===== config.mk =====
export PLATFORM = sky130hd
export DESIGN_NAME = pipeline_control
export DESIGN_NICKNAME = d
export VERILOG_FILES = /design/src/rtl/pipeline_pkg.sv /design/src/rtl/op_classifier.sv /design/src/rtl/pipeline_control.sv
export SDC_FILE = /design/constraint.sdc
export NUM_CORES = 1
export LEC_CHECK = 0
export ABC_AREA = 1
export BUFFER_PORTS_ARGS = -buffer_cell sky130_fd_sc_hd__buf_2
export CAP_MARGIN = 0
export CORE_ASPECT_RATIO = 2
export CORE_MARGIN = 2
export CORE_UTILIZATION = 25
export CTS_BUF_LIST = sky130_fd_sc_hd__clkbuf_8 sky130_fd_sc_hd__clkbuf_16
export CTS_CLUSTER_DIAMETER = 40
export DETAILED_ROUTE_END_ITERATION = 7
export PLACE_DENSITY = 0.5
export SLEW_MARGIN = 10
export SYNTH_ARGS = -nofsm -noshare
export SYNTH_HDL_FRONTEND = slang
export SYNTH_SLANG_ARGS = --single-unit

===== constraint.sdc =====
create_clock -name clock -period 4 [get_ports clock]
set_input_delay 0 -clock clock [delete_from_list [all_inputs] [get_ports clock]]
set_output_delay 0 -clock clock [all_outputs]
set_load 0.01 [all_outputs]

===== src/rtl/pipeline_pkg.sv =====
// Shared definitions for the pipeline issue controller: op-number map,
// writeback-op list and controller state encoding.
package pipeline_pkg;

    localparam int OP_W  = 6;
    localparam int REG_W = 3;

    localparam logic [OP_W-1:0] OP_NOP             = 6'd0;
    localparam logic [OP_W-1:0] OP_ALU_FIRST       = 6'd1;
    localparam logic [OP_W-1:0] OP_ALU_S2_LAST     = 6'd8;
    localparam logic [OP_W-1:0] OP_ALU_S1_LAST     = 6'd14;
    localparam logic [OP_W-1:0] OP_LOAD_FIRST      = 6'd16;
    localparam logic [OP_W-1:0] OP_LOAD_NODEST     = 6'd19;
    localparam logic [OP_W-1:0] OP_LOAD_LAST       = 6'd22;
    localparam logic [OP_W-1:0] OP_STORE_FIRST     = 6'd24;
    localparam logic [OP_W-1:0] OP_STORE_LAST      = 6'd30;
    localparam logic [OP_W-1:0] OP_CTRL_FIRST      = 6'd32;
    localparam logic [OP_W-1:0] OP_CTRL_RD_A_FIRST = 6'd34;
    localparam logic [OP_W-1:0] OP_CTRL_RD_A_LAST  = 6'd39;
    localparam logic [OP_W-1:0] OP_CTRL_RD_B_FIRST = 6'd42;
    localparam logic [OP_W-1:0] OP_CTRL_LAST       = 6'd47;

    typedef enum logic [1:0] {
        RUN     = 2'd0,
        BR_WAIT = 2'd1,
        FLUSH   = 2'd2
    } state_t;

    // Ops that also write an updated address back into source_1.
    function automatic logic is_wb_op(input logic [OP_W-1:0] op);
        case (op)
            6'd17, 6'd18, 6'd21, 6'd22,
            6'd25, 6'd26, 6'd29, 6'd30: return 1'b1;
            default:                    return 1'b0;
        endcase
    endfunction

endpackage


===== src/rtl/op_classifier.sv =====
// Combinational decode of an op number into its register-usage classes.
module op_classifier
    import pipeline_pkg::*;
(
    input  logic [OP_W-1:0] op,
    output logic            writes_dest,
    output logic            reads_s1,
    output logic            reads_s2,
    output logic            reads_dest,
    output logic            wb_s1,
    output logic            is_ctrl,
    output logic            is_load
);

    logic ctrl_reads;

    always_comb begin
        ctrl_reads  = (op >= OP_CTRL_RD_A_FIRST && op <= OP_CTRL_RD_A_LAST) ||
                      (op >= OP_CTRL_RD_B_FIRST && op <= OP_CTRL_LAST);
        // Op 19 sits in the load range but has no destination.
        writes_dest = op >= OP_ALU_FIRST && op <= OP_LOAD_LAST && op != OP_LOAD_NODEST;
        reads_s1    = (op >= OP_ALU_FIRST && op <= OP_ALU_S1_LAST) ||
                      (op >= OP_LOAD_FIRST && op <= OP_STORE_LAST) || ctrl_reads;
        reads_s2    = (op >= OP_ALU_FIRST && op <= OP_ALU_S2_LAST) || ctrl_reads;
        reads_dest  = op >= OP_STORE_FIRST && op <= OP_STORE_LAST;
        wb_s1       = is_wb_op(op);
        is_ctrl     = op >= OP_CTRL_FIRST && op <= OP_CTRL_LAST;
        is_load     = op >= OP_LOAD_FIRST && op <= OP_LOAD_LAST;
    end

endmodule


===== src/rtl/pipeline_control.sv =====
// Issue controller: hands execute at most one op per cycle, holding back ops
// on busy registers and squashing wrong-path decode after a taken jump.
module pipeline_control
    import pipeline_pkg::*;
#(
    parameter int NUM_REGS     = 8,
    parameter int ALU_LATENCY  = 1,
    parameter int LOAD_LATENCY = 2,
    parameter int FLUSH_CYCLES = 2
) (
    input  logic                clock,
    input  logic                reset_n,
    input  logic                dec_valid,
    input  logic [OP_W-1:0]     dec_operationnumber,
    input  logic [REG_W-1:0]    dec_destination,
    input  logic [REG_W-1:0]    dec_source_1,
    input  logic [REG_W-1:0]    dec_source_2,
    output logic                dec_ready,
    input  logic [2:0]          exec_pcjumpenable,
    output logic                issue_valid,
    output logic [OP_W-1:0]     issue_operationnumber,
    output logic [REG_W-1:0]    issue_destination,
    output logic [REG_W-1:0]    issue_source_1,
    output logic [REG_W-1:0]    issue_source_2,
    output logic                stall,
    output logic                flush,
    output logic [NUM_REGS-1:0] busy_mask,
    output state_t              state
);

    // Handshake: a decode entry transfers on a rising edge where dec_valid and
    // dec_ready are both high; decode holds the entry stable while dec_ready is low.

    localparam int FC_W = (FLUSH_CYCLES > 1) ? $clog2(FLUSH_CYCLES + 1) : 1;
    localparam logic [1:0] ALU_CNT  = 2'(ALU_LATENCY);
    localparam logic [1:0] LOAD_CNT = 2'(LOAD_LATENCY);

    state_t            state_next;
    logic [FC_W-1:0]   flush_cnt;
    logic [FC_W-1:0]   flush_cnt_next;
    logic [1:0]        counter [NUM_REGS];
    logic [NUM_REGS-1:0] blocking;
    logic              hazard;
    logic              accept;
    logic [1:0]        dest_lat;

    logic writes_dest, reads_s1, reads_s2, reads_dest, wb_s1, is_ctrl, is_load;

    op_classifier u_classifier (
        .op          (dec_operationnumber),
        .writes_dest (writes_dest),
        .reads_s1    (reads_s1),
        .reads_s2    (reads_s2),
        .reads_dest  (reads_dest),
        .wb_s1       (wb_s1),
        .is_ctrl     (is_ctrl),
        .is_load     (is_load)
    );

    // A counter of 1 retires on the coming edge, so only counts of 2+ block.
    always_comb begin
        for (int r = 0; r < NUM_REGS; r++) begin
            blocking[r]  = counter[r] > 2'd1;
            busy_mask[r] = counter[r] != 2'd0;
        end
    end

    assign hazard = ((reads_s1 | wb_s1) & blocking[dec_source_1]) |
                    (reads_s2 & blocking[dec_source_2]) |
                    ((reads_dest | writes_dest) & blocking[dec_destination]);

    assign dest_lat = is_load ? LOAD_CNT : ALU_CNT;

    always_comb begin
        state_next     = state;
        flush_cnt_next = flush_cnt;
        dec_ready      = 1'b0;
        accept         = 1'b0;
        case (state)
            RUN: begin
                dec_ready = !hazard;
                accept    = dec_valid && !hazard;
                if (accept && is_ctrl) state_next = BR_WAIT;
            end
            BR_WAIT: begin
                if (exec_pcjumpenable != 3'd0) begin
                    state_next     = FLUSH;
                    flush_cnt_next = FC_W'(FLUSH_CYCLES);
                end else begin
                    state_next = RUN;
                end
            end
            FLUSH: begin
                dec_ready      = 1'b1;
                flush_cnt_next = flush_cnt - FC_W'(1);
                if (flush_cnt <= FC_W'(1)) state_next = RUN;
            end
            default: state_next = RUN;
        endcase
    end

    assign stall = dec_valid && !dec_ready && (state != FLUSH);
    assign flush = state == FLUSH;

    always_ff @(posedge clock) begin
        if (!reset_n) begin
            state     <= RUN;
            flush_cnt <= '0;
        end else begin
            state     <= state_next;
            flush_cnt <= flush_cnt_next;
        end
    end

    always_ff @(posedge clock) begin
        if (!reset_n || !accept) begin
            issue_valid           <= 1'b0;
            issue_operationnumber <= OP_NOP;
            issue_destination     <= '0;
            issue_source_1        <= '0;
            issue_source_2        <= '0;
        end else begin
            issue_valid           <= 1'b1;
            issue_operationnumber <= dec_operationnumber;
            issue_destination     <= dec_destination;
            issue_source_1        <= dec_source_1;
            issue_source_2        <= dec_source_2;
        end
    end

    // Destination latency wins if an op names the same register twice.
    always_ff @(posedge clock) begin
        for (int r = 0; r < NUM_REGS; r++) begin
            if (!reset_n)
                counter[r] <= 2'd0;
            else if (accept && writes_dest && dec_destination == REG_W'(r))
                counter[r] <= dest_lat;
            else if (accept && wb_s1 && dec_source_1 == REG_W'(r))
                counter[r] <= ALU_CNT;
            else if (counter[r] != 2'd0)
                counter[r] <= counter[r] - 2'd1;
        end
    end

endmodule


# Yosys cells after proc, flatten, opt, wreduce, memory -nomap -nowiden
# Memories as Yosys holds them, arrays and structs flattened.
# Cells that the tools add are included.
[op_classes] n_addsub=9 mul=0 div_mod_pow=0 n_lt_le_gt_ge=24 eq_ne=21 shifts=0 muxes=138 bitwise_logic=31 reduce_logical=56
[op_table] op="two-way mux 1 bit" n=103
[op_table] op="two-way mux 2 bit" n=29
[op_table] op="logical AND 1 bit" n=32
[op_table] op="OR 1 bit" n=28
[op_table] op="equality test 3 bit, second input constant" n=8
[op_table] op=">= comparator 6 bit, second input constant" n=3
[op_table] op="nonzero test 2 bit" n=9
[op_table] op="subtractor 2 x 1 -> 2 bit, second input constant" n=9
[op_table] op="greater-than comparator 2 x 1 -> 1 bit, second input constant" n=8
[op_table] op="equality test 3 x 2 -> 1 bit, second input constant" n=4
[op_table] op=">= comparator 6 x 5 -> 1 bit, second input constant" n=2
[op_table] op="<= comparator 6 x 4 -> 1 bit, second input constant" n=2
[op_table] op="<= comparator 6 x 5 -> 1 bit, second input constant" n=2
[op_table] op="<= comparator 6 bit, second input constant" n=2
[op_table] op="< comparator 3 x 4 -> 1 bit, second input constant" n=3
[op_table] op="binary-select mux 1 bit (select 3 bit)" n=3
[op_table] op="equality test 3 x 1 -> 1 bit, second input constant" n=2
[op_table] op=">= comparator 6 x 1 -> 1 bit, second input constant" n=1
[op_table] op="zero test 3 bit" n=2
[op_table] op="!= test 2 bit, second input constant" n=3
[op_table] op="!= test 6 x 5 -> 1 bit, second input constant" n=1
[op_table] op="one-hot mux 2 bit (3 select lines)" n=1
[op_table] op="logical OR 1 bit" n=5
[op_table] op="zero test 1 bit" n=4
[op_table] op="10 further kinds" n=13
[totals] regBits=20 latchBits=0 ramBits=16 rom_bits=32 inputBits=21 output_inout_bits=29 wordCells=288 n_memories=2
[mem_list] name="(name not given)" words=32 width=1 rd=1 rd_ports_with_merged_regs=0 write_ports=0 line="pipeline_pkg.sv:31" text="case (op)"
[mem_list] name="counter" words=8 width=2 rd=8 rd_ports_with_merged_regs=0 write_ports=8 line="pipeline_control.sv:41" text="logic [1:0] counter [NUM_REGS];"

# Depth between registers and ports, before layout
# Gate-level depths: netlist of the first run.
[logic_depth] word_depth=19 mapped_depth=19 depth_no_buf=19

# By module
# From an unflattened synthesis of the first run, not the netlist that was laid out.
[hier_totals] cells_unflattened=414 area_unflattened_um2=2695.1
[modules_own_cells] mod="pipeline_control" instances=1 cells_each=366 area_per_inst_um2=2447.3 seq_area_each_um2=880.8
[modules_own_cells] mod="op_classifier" instances=1 cells_each=48 area_per_inst_um2=247.7 seq_area_each_um2=0.0

# Least setup slack after synthesis of the first run
# No wires, ideal clock.
[synth_path] path_kind="register -> register" startpoint="mem counter[3][1] (netlist: counter[0][7])" endpoint="mem counter[0][1] (data pin)" arrival_time_ns=1.750 required_ns=3.737 slack_ns=1.987 stages_incl_launch_ff=18 path_buffers=0 path_cell_list="edfxtp_1 inv_1 ha_1 inv_1 nand2_1 nand2_1 nand2_1 inv_1 nand3_1 nand2_1 nand2_1 nand3_2 nor2_4 nand3_1 nor3_1 nor2_1 nand3_1 o21ai_0"
[synth_lines] item="start: declaration" line="pipeline_control.sv:41"

==> results of run 1 <==
-- critical path, stage by stage, from the launching register on --
cell and delay, ps:
sky130_fd_sc_hd__edfxtp_1 440, sky130_fd_sc_hd__inv_1 100, sky130_fd_sc_hd__ha_1 140, sky130_fd_sc_hd__inv_1 60
sky130_fd_sc_hd__nand2_1 80, sky130_fd_sc_hd__nand2_1 50, sky130_fd_sc_hd__nand2_1 60, sky130_fd_sc_hd__o21ai_0 120
sky130_fd_sc_hd__nand3_2 120, sky130_fd_sc_hd__nand3_2 110, sky130_fd_sc_hd__nor2_4 140, sky130_fd_sc_hd__nand3_1 180
sky130_fd_sc_hd__nor3_1 300, sky130_fd_sc_hd__nor2_1 130, sky130_fd_sc_hd__nand3_1 80, sky130_fd_sc_hd__o21ai_0 70
-- metrics by stage --
stage          instances  utilization
3_3_place_gp         566        0.295
5_1_grt              576        0.313
2_1_floorplan        386            -
6_report             576        0.313
4_1_cts              576        0.313
3_5_place_dp         566        0.295
-- registers in the layout, summed over array words and instances (netlist names) --
name	flops
flush_cnt	2
issue_destination	3
counter	16
state	2
issue_operationnumber	6
issue_source_2	3
issue_source_1	3
issue_valid	1
-- placed cells by master (no fill, tap or decap) --
cell type	netlist	final
sky130_fd_sc_hd__nand2_1	87	87
sky130_fd_sc_hd__inv_1	75	75
sky130_fd_sc_hd__nor2_1	53	53
sky130_fd_sc_hd__nand3_1	50	50
sky130_fd_sc_hd__buf_2	0	49
sky130_fd_sc_hd__ha_1	21	21
sky130_fd_sc_hd__dfxtp_1	20	20
sky130_fd_sc_hd__edfxtp_1	16	16
sky130_fd_sc_hd__a21oi_1	9	9
sky130_fd_sc_hd__nand4_1	9	9
sky130_fd_sc_hd__o21ai_0	7	7
sky130_fd_sc_hd__inv_2	6	6
sky130_fd_sc_hd__nor2_2	6	6
sky130_fd_sc_hd__clkbuf_16	0	6
sky130_fd_sc_hd__nand3b_1	5	5
sky130_fd_sc_hd__nor3_1	4	4
sky130_fd_sc_hd__o21ai_1	3	3
sky130_fd_sc_hd__nand3_2	2	2
sky130_fd_sc_hd__nor3_2	2	2
sky130_fd_sc_hd__dlygate4sd3_1	0	2
sky130_fd_sc_hd__nor2_4	1	1
sky130_fd_sc_hd__nand3_4	1	1
sky130_fd_sc_hd__or2_2	1	1
sky130_fd_sc_hd__o2111ai_1	1	1
sky130_fd_sc_hd__o311ai_0	1	1
sky130_fd_sc_hd__nor4_1	1	1
sky130_fd_sc_hd__inv_4	0	1
sky130_fd_sc_hd__inv_6	0	1
sky130_fd_sc_hd__buf_4	1	1
-- area by class of cell --
class,instances,area (um2),area share
clock buffers,6,150,0.0473
clock inverters,2,15.0,0.00473
inverters,81,304,0.0957
multi-input cells,264,1380,0.436
flip-flops and latches,36,881,0.277
well taps,135,169,0.0532
repair buffers,52,273,0.0859
-- worst max path at each step --
stage,start,endpoint,slack [ps]
after floorplan,counter[0][7],counter[0][1],1990
after global placement,counter[0][7],counter[0][5],1600
after detailed placement,counter[1][1],counter[1][5],1580
after CTS,counter[1][1],counter[1][5],1560
after global routing,counter[0][7],counter[1][5],1330
final,counter[1][1],counter[0][1],1540
-- per-layer routing --
layer / up-vias / global-route usage / part of all wire
met4: 0 / 0.0927 / 0.034
met1: 1187 / 0.126 / 0.34
met5: - / 0 / 0
li1: 1328 / - / -
met3: 20 / 0.0200 / 0.035
met2: 74 / 0.294 / 0.59
-- power groups by stage --
stage / Clock [mW] / Sequential (mW) / Combinational, mW
after floorplan: 0 / 0.539 / 0.422
after global placement: 0 / 0.547 / 0.612
after detailed placement: 0 / 0.551 / 0.622
after CTS: 0.448 / 0.543 / 0.628
after global routing: 0.463 / 0.552 / 0.721
final: 0.441 / 0.542 / 0.622
-- logic make-up after synthesis --
| family | synth area share |
|---|---|
| compound gates | 0.0433 |
| fa+ha+maj | 0.101 |
| buf+inv | 0.129 |
| flops | 0.339 |
| simple gates | 0.388 |
==> flow_summary.yaml, run 1 <==
status:
  outcome: "complete, but fails checks"
  failed_checks: "negative hold slack"
timing:
  actual_transition_at_the_worst_max_transition_pin_ps: 607
  timing.final.setup_violations: 0
  drv_slew: 0
  fin_crit_ps: 2460
  timing.hold.ws_ps: -1.33
  report.final.hold_viol_count: 1
  final_critical_path_setup_slack_ps: 1540
  grt_setup_unrepaired: "no"
  fmax_mhz: 406
  finalClockSkew_ps: 7.66
  finalSetupTns_ps: 0
  slew-limit-headroom: 0.590
  period_share: 0.616
worst_setup_path:
  critical_path.endpoint_type: "register"
  worst_ep_arrival_time_ps: 2490
  regToRegStartpoint: "counter[1][1]"
  timing.reg2reg.setup_slack_ps: 1540
  worst-endpoint-required_ps: 4030
  reg2regPathDepth: 15
  crit_type: "register to register"
  critPathLaunchType: "register"
  regToRegEndpoint: "counter[0][1]"
  path_max_fanout: 4
floorplan:
  i_o_pin_count: 50
  chipHeight_um: 148
  fp.coreArea_um2: 10100
  rows: 52
  floorplan.die.width_um: 76.1
  floorplan.die_area_um2: 11300
  initial_core_util: 0.256
synthesis:
  synth.area.top_cells: "sky130_fd_sc_hd__edfxtp_1 (18%), sky130_fd_sc_hd__dfxtp_1 (15%), sky130_fd_sc_hd__nand2_1 (13%)"
  ys_top_cells_by_count: "sky130_fd_sc_hd__nand2_1 (87), sky130_fd_sc_hd__inv_1 (75), sky130_fd_sc_hd__nor2_1 (53), sky130_fd_sc_hd__nand3_1 (50), sky130_fd_sc_hd__ha_1 (21)"
  synth.yosys.seq_area_share: 0.339
  syn-cell-area_um2: 2600
  synth_largest_area_cell: "sky130_fd_sc_hd__edfxtp_1"
  ys.flop_type: "sky130_fd_sc_hd__dfxtp_1"
  yosys.cell_types.count: 27
  synth.yosys.warnings: 0
  yosys.cell_count.top_type: "sky130_fd_sc_hd__nand2_1"
  synth_largest_type_area_fraction: 0.185
  postSynthCellCount: 386
  avgSynthCellArea_um2: 6.74
  synth_fp_nets: 428
  synthArstFlopShare: 0
  ys_ff_latch: 36
  number_of_enable_type_register_cells_in_the_synthesized_netlist: 16
layout:
  insertedDiodeCount: 0
  layout.nets: 482
  final_layout_size_suffix_gt1_frac: 0.175
  synthToLayoutAreaGrowth_pct: 22.1
  fillerInstances: 1158
  postLayoutCellArea_um2: 3180
pwr:
  logic_pwr_share: 0.388
  power.density_nw_per_um2: 505
  fin_total_pwr_mw: 1.60
  power.net_switching_uw: 620
  pwr-share-clk: 0.275
  power.switching_fraction: 0.386
  p_leak_nw: 1.65
  share_seq_of_total_power: 0.337
  ir_worst_vdd_v: 0.000189
  internal_cell_power_uw: 984
placement:
  place_area_um2: 2990
  gp_congestion: 0.903
  post-place-ws_ps: 1580
  dp_hpwl_mm: 6.51
  io_buffers: 49
global_route:
  via_count_of_the_first_global_routing_pass: 2754
  global_route_overflow: 0
  grt_usage: 0.144
  grt_first_pass_wirelength_mm: 12.6
  grt_max_degree: 32
  antenna_violations_before_repair: 0
cts:
  post_cts.repair.setup_buffers: 0
  clock_tree.buffer_depth: 2
  cts_root_buf: "sky130_fd_sc_hd__clkbuf_16"
  hold_buffers: 2
  cts_buffers: 5
  clk_pin_slew_ps: 60
  cts_tree: "built"
  cts.repair.resized: 0
  cts_sinks: 36
  clock_network_latency_to_the_later_pin_of_the_worst_skew_pair_ps: 290
  clock_tree.htree_level_count: 2
route:
  detail_route.wl_per_cell_um: 13.4
  detail_route.first_pass.iterations: 5
  drt-initial-drc-count: 104
  drc: 0
  vias_per_cell: 4.53
  route.vias.total: 2609
  routed_wirelength_mm: 7.75
  ant_nets: 0
hold_path:
  destination_of_the_worst_hold_path: "issue_source_1[0]"
  hold_path_class: "primary input to register"
  hold_depth: 3
  hold_start: "dec_source_1[0]"
flow_run:
  cap_viol_max_count: 0
(Power assumes the default switching activity.)
==> inputs of run 2 (changes only) <==
Clock period 4 ns to 2.4 ns, I/O delays scaled along.
==> flow_summary.yaml, run 2 (synthesis results as in run 1) <==
timing:
  timing.hold.ws_ps: 1.93
  slew-limit-headroom: 0.592
  drv_slew: 0
  timing.final.setup_violations: 0
  period_share: 0.999
  finalClockSkew_ps: 6.30
  fin_crit_ps: 2400
  finalSetupTns_ps: 0
  actual_transition_at_the_worst_max_transition_pin_ps: 604
  report.final.hold_viol_count: 0
  final_critical_path_setup_slack_ps: 3.49
  fmax_mhz: 417
  grt_setup_unrepaired: "yes"
cts:
  clock_tree.htree_level_count: 2
  clock_network_latency_to_the_later_pin_of_the_worst_skew_pair_ps: 290
  cts_root_buf: "sky130_fd_sc_hd__clkbuf_16"
  clock_tree.buffer_depth: 2
  cts_tree: "built"
  clk_pin_slew_ps: 60
  cts_buffers: 5
  cts_sinks: 36
layout:
  regArea_um2: 881
  multi_input_comb_area_um2: 1630
  fillerInstances: 1127
  most_frequent_cells_in_the_layout: "sky130_fd_sc_hd__nand2_1 (67), sky130_fd_sc_hd__inv_1 (60), sky130_fd_sc_hd__buf_2 (49)"
  layout.nets: 504
  stdcell_count: 598
  largest_register: "counter"
  most_common_cell_after_layout_fill_and_taps_aside: "sky130_fd_sc_hd__nand2_1"
  largest_register_ffs: 16
  insertedDiodeCount: 0
  finalCoreUtilization: 0.352
  final_layout_size_suffix_gt1_frac: 0.343
  synthToLayoutAreaGrowth_pct: 37.4
  largest_registers: "counter (16), issue_operationnumber (6)"
pwr:
  p_leak_nw: 1.81
  logic_pwr_share: 0.465
  ir_worst_vdd_v: 0.000341
  power.net_switching_mw: 1.17
  power.density_nw_per_um2: 827
  pwr-share-clk: 0.229
  internal_cell_power_mw: 1.79
  share_seq_of_total_power: 0.306
  power.switching_fraction: 0.395
global_route:
  grt_usage: 0.141
  antenna_violations_before_repair: 0
  grt_first_pass_wirelength_mm: 12.4
  global_route_overflow: 0
  via_count_of_the_first_global_routing_pass: 2608
  grt_max_degree: 32
worst_setup_path:
  worst_ep_arrival_time_ps: 2440
  crit_type: "register to register"
  crit_top_cell: "sky130_fd_sc_hd__nand2_2"
  path_max_fanout: 7
  regToRegStartpoint: "counter[0][3]"
  worst_path_largest_cell_delay_ps: 410
  crit_path_cell_trace: "inv_2 -> ha_4 -> inv_4 -> nand2_4 -> nand2_2 -> nand2_2 -> inv_2 -> nand3_2 -> nand2_2 -> nand2_2 -> nand3_4 -> nor2_4 -> nand3_4 -> clkinv_4 -> nand2_2 -> nand2_2 -> inv_2 -> a21oi_2 -> nand2_1"
  critical_path.endpoint_type: "register"
  critPathLaunchType: "register"
  critical_path.startpoint: "counter[0][3]"
  worst_path_max_delay_cell: "sky130_fd_sc_hd__edfxtp_1"
  worst-endpoint-required_ps: 2450
status:
  outcome: "finished clean"
route:
  ant_nets: 0
  drc: 0
  vias_per_cell: 4.56
  routed_wirelength_mm: 8.18
  drt-initial-drc-count: 152
  detail_route.first_pass.iterations: 4
  route.vias.total: 2725
  detail_route.wl_per_cell_um: 13.7
floorplan:
  fp.coreArea_um2: 10100
  initial_core_util: 0.256
  floorplan.die.width_um: 76.1
  i_o_pin_count: 50
  floorplan.die_area_um2: 11300
  rows: 52
  chipHeight_um: 148
placement:
  io_buffers: 49
  gp_congestion: 0.910
  dp_hpwl_mm: 6.43
  placed_cells: 571
  post-place-ws_ps: -82.9
hold_path:
  hold_start: "dec_destination[1]"
  hold_path_class: "primary input to register"
flow_run:
  cap_viol_max_count: 0
run 2: changes by cell type in the layout (fill, tap and decap cells not counted), sizes merged:
cell	change
buf	+21
clkinv	+4
inv	-3
run 2: repair_timing:
item,4_1_cts,5_1_grt
setup endpoints to repair,14,32
endpoints found under the hold margin,2,0
cloned,0,1
hold buffers,2,0
gates resized for setup,5,79
pin swaps,0,20
setup buffers,0,16
run 2: power by group through the flow:
stage / logic, mW / registers (mW) / clock network (mW)
floorplan: 0.704 / 0.899 / 0
global placement: 1.06 / 0.907 / 0
detailed placement: 1.07 / 0.913 / 0
CTS: 1.09 / 0.902 / 0.687
global route: 1.53 / 0.921 / 0.710
finish: 1.37 / 0.905 / 0.676
run 2: final cells by class:
cell class | count | area share
well taps | 135 | 0.0473
repair inverters | 1 | 0.00140
repair buffers | 73 | 0.121
multi-input cells | 264 | 0.455
inverters | 81 | 0.0872
flip-flops and latches | 36 | 0.246
clock buffers | 6 | 0.0389
clock inverters | 2 | 0.00280
run 2: metal layers:
layer	vias up	track usage	share of wire
li1	1368	-	-
met1	1252	0.130	0.34
met2	79	0.288	0.58
met3	26	0.0176	0.038
met4	0	0.0791	0.046
met5	-	0	0
run 2: final timing paths:
path	to	cells past startpoint	slack, ps
worst max-delay path	counter[0][4]	19	3
worst max register to register	counter[0][4]	19	3
worst min-delay path	issue_destination[1]	3	2
worst min register to register	flush_cnt[0]	1	480
run 2: worst max-delay path: cells and delay by family, from the launching register on:
| family | cells | cell delay [ps] |
|---|---|---|
| adders and majority gates | 1 | 140 |
| buffers and inverters | 5 | 390 |
| AOI/OAI and AO/OA | 1 | 140 |
| and+or+nand+nor | 12 | 1070 |
| DFF | 1 | 410 |
run 2: metrics by stage:
stage	power (mW)	instance area (um2)
after floorplan	1.60	2600
after global placement	1.96	3030
after detailed placement	1.98	3030
after CTS	2.67	3220
after global routing	3.17	3570
final	2.96	3570
==> inputs of run 3 (changes only) <==
Settings changed: ABC_AREA 1 to not set, PLACE_DENSITY 0.5 to 0.51.
==> flow_summary.yaml, run 3 <==
synthesis:
  synth.yosys.seq_area_share: 0.366
  number_of_enable_type_register_cells_in_the_synthesized_netlist: 16
  ys_top_cells_by_count: "sky130_fd_sc_hd__inv_1 (41), sky130_fd_sc_hd__ha_1 (21), sky130_fd_sc_hd__dfxtp_1 (20), sky130_fd_sc_hd__edfxtp_1 (16), sky130_fd_sc_hd__nand2_1 (16)"
  avgSynthCellArea_um2: 9.25
  synthArstFlopShare: 0
  yosys.cell_count.top_type: "sky130_fd_sc_hd__inv_1"
  ys_ff_latch: 36
  synth_largest_type_area_fraction: 0.200
  postSynthCellCount: 260
  yosys.cell_types.count: 47
  synth_largest_area_cell: "sky130_fd_sc_hd__edfxtp_1"
  synth.yosys.warnings: 0
  synth.area.top_cells: "sky130_fd_sc_hd__edfxtp_1 (20%), sky130_fd_sc_hd__dfxtp_1 (17%), sky130_fd_sc_hd__ha_1 (11%)"
  syn-cell-area_um2: 2400
  ys.flop_type: "sky130_fd_sc_hd__dfxtp_1"
  synth_fp_nets: 302
worst_setup_path:
  reg2regPathDepth: 8
  path_max_fanout: 8
  regToRegEndpoint: "counter[0][5]"
  critPathLaunchType: "register"
  worst_ep_arrival_time_ps: 2720
  critical_path.endpoint_type: "register"
  crit_type: "register to register"
  worst_path_max_delay_cell: "sky130_fd_sc_hd__mux4_2"
  crit_path_cell_trace: "ha_2 -> nand2b_4 -> mux4_2 -> mux2_4 -> o2bb2ai_4 -> nor4_1 -> a31o_1 -> or3_4"
  worst-endpoint-required_ps: 2440
  worst_path_largest_cell_delay_ps: 460
  regToRegStartpoint: "counter[0][6]"
  critical_path.startpoint: "counter[0][6]"
  timing.critical_path.to: "counter[0][5]"
  timing.reg2reg.setup_slack_ps: -280
placement:
  io_buffers: 49
  gp_congestion: 0.880
  dp_hpwl_mm: 5.24
  place_area_um2: 3060
pwr:
  pwr-share-clk: 0.202
  p_leak_nw: 1.65
  power.switching_fraction: 0.336
  share_seq_of_total_power: 0.262
  power.net_switching_mw: 1.19
  fin_total_pwr_mw: 3.53
  logic_pwr_share: 0.537
  internal_cell_power_mw: 2.34
  power.density_nw_per_um2: 981
  ir_worst_vdd_v: 0.000341
layout:
  most_common_cell_after_layout_fill_and_taps_aside: "sky130_fd_sc_hd__buf_4"
  largest_registers: "counter (16), issue_operationnumber (6)"
  insertedDiodeCount: 0
  largest_register_ffs: 16
  largest_register: "counter"
  postLayoutCellArea_um2: 3600
  most_frequent_cells_in_the_layout: "sky130_fd_sc_hd__buf_4 (50), sky130_fd_sc_hd__buf_2 (47), sky130_fd_sc_hd__inv_1 (40)"
  layout.nets: 408
  final_layout_size_suffix_gt1_frac: 0.452
  finalCoreUtilization: 0.384
  synthToLayoutAreaGrowth_pct: 49.7
timing:
  final_critical_path_setup_slack_ps: -280
  finalSetupTns_ps: -7490
  actual_transition_at_the_worst_max_transition_pin_ps: 659
  period_share: 1.12
  finalClockSkew_ps: 4.28
  drv_slew: 0
  grt_setup_unrepaired: "yes"
  fmax_mhz: 373
  slew-limit-headroom: 0.555
  fin_crit_ps: 2680
  timing.final.setup_violations: 50
  report.final.hold_viol_count: 1
  timing.hold.ws_ps: -2.44
cts:
  clock_tree.htree_level_count: 2
  cts_root_buf: "sky130_fd_sc_hd__clkbuf_16"
  clock_network_latency_to_the_later_pin_of_the_worst_skew_pair_ps: 290
  cts_tree: "built"
  clk_pin_slew_ps: 60
  clock_tree.buffer_depth: 2
  cts_sinks: 36
  cts_buffers: 5
floorplan:
  floorplan.die.width_um: 73.4
  fp.coreArea_um2: 9380
  rows: 50
  chipHeight_um: 143
  i_o_pin_count: 50
  floorplan.die_area_um2: 10500
  initial_core_util: 0.256
route:
  drt-initial-drc-count: 92
  drc: 0
  detail_route.first_pass.iterations: 4
  route.vias.total: 2248
  vias_per_cell: 4.77
  routed_wirelength_mm: 6.72
  ant_nets: 0
  detail_route.wl_per_cell_um: 14.3
hold_path:
  hold_start: "dec_destination[2]"
  hold_path_class: "primary input to register"
status:
  failed_checks: "negative hold slack, negative setup slack"
  outcome: "complete, but fails checks"
global_route:
  grt_usage: 0.136
  grt_max_degree: 20
  antenna_violations_before_repair: 0
  global_route_overflow: 0
  via_count_of_the_first_global_routing_pass: 2259
  grt_first_pass_wirelength_mm: 10.8
flow_run:
  cap_viol_max_count: 0
-- run 3: changes by cell type in the layout (fill, tap and decap cells not counted), moves of 7 or more --
cell / before / now
sky130_fd_sc_hd__nand3_1: 43 / 6
sky130_fd_sc_hd__nor2_2: 8 / 1
sky130_fd_sc_hd__nand2_1: 67 / 14
sky130_fd_sc_hd__nand2b_4: 0 / 8
sky130_fd_sc_hd__buf_4: 21 / 50
sky130_fd_sc_hd__inv_2: 19 / 1
sky130_fd_sc_hd__inv_1: 60 / 40
sky130_fd_sc_hd__nand2_2: 17 / 2
sky130_fd_sc_hd__and2_1: 0 / 15
sky130_fd_sc_hd__nor2_1: 48 / 10
-- run 3: worst min path at each step --
| stage | cells past startpoint | endpoint | slack [ps] |
|---|---|---|---|
| floorplan | 1 | issue_destination[2] | 120 |
| global placement | 2 | issue_source_2[2] | 220 |
| detailed placement | 2 | issue_source_2[1] | 230 |
| CTS | 2 | issue_destination[2] | 0.9 |
| global route | 2 | issue_destination[2] | 20 |
| finish | 2 | issue_destination[2] | -2 |
-- run 3: kinds of logic (layout without fill, tap and decap cells) --
| family | count (synthesis) | count (layout) | synth area share |
|---|---|---|---|
| flip-flops | 36 | 36 | 0.366 |
| adder cells (fa/ha/maj) | 21 | 21 | 0.109 |
| multiplexers | 10 | 10 | 0.0739 |
| AND/OR/NAND/NOR | 100 | 100 | 0.233 |
| buffers and inverters | 50 | 157 | 0.0812 |
| AO/OA/AOI/OAI | 43 | 43 | 0.136 |
-- run 3: metrics by stage --
| stage | std cells | setup WS, ps | hold slack (ps) |
|---|---|---|---|
| final | 471 | -280 | -2.44 |
| after CTS | 466 | -260 | 0.853 |
| after global routing | 471 | -347 | 19.5 |
| after global placement | 444 | -332 | 224 |
| after detailed placement | 444 | -381 | 229 |
| after floorplan | 260 | -158 | 122 |
-- run 3: layout make-up --
cell class,instances,area [um2]
fillers,967,5780
multi-input cells,174,1540
flip-flops and latches,36,881
repair buffers,108,729
inverters,41,154
clock buffers,6,150
well taps,104,130
clock inverters,2,11.3
-- run 3: power groups by stage --
stage | combinational [mW] | sequential (mW) | clock [mW]
floorplan | 0.854 | 0.942 | 0
global placement | 1.48 | 0.925 | 0
detailed placement | 1.50 | 0.934 | 0
CTS | 1.79 | 0.920 | 0.726
global route | 2.09 | 0.943 | 0.745
finish | 1.89 | 0.924 | 0.712
-- run 3: repair_timing --
item | 4_1_cts | 5_1_grt
setup endpoints to repair | 51 | 51
pin swaps | 11 | 6
hold buffers | 4 | 0
setup buffers | 10 | 5
hold endpoints to repair | 4 | 0
gates resized for setup | 25 | 20
-- run 3: routing by layer --
metal / part of all wire / global-route usage
met5: 0 / 0
met1: 0.35 / 0.131
met3: 0.034 / 0.0233
met2: 0.60 / 0.266
met4: 0.022 / 0.0622
-- run 3: critical path: cells and delay by family, from the launching register on --
kind / cells / cell delay [ps]
mux: 2 / 750
simple gates: 3 / 600
compound gates: 2 / 490
flops: 1 / 410
fa+ha+maj: 1 / 180
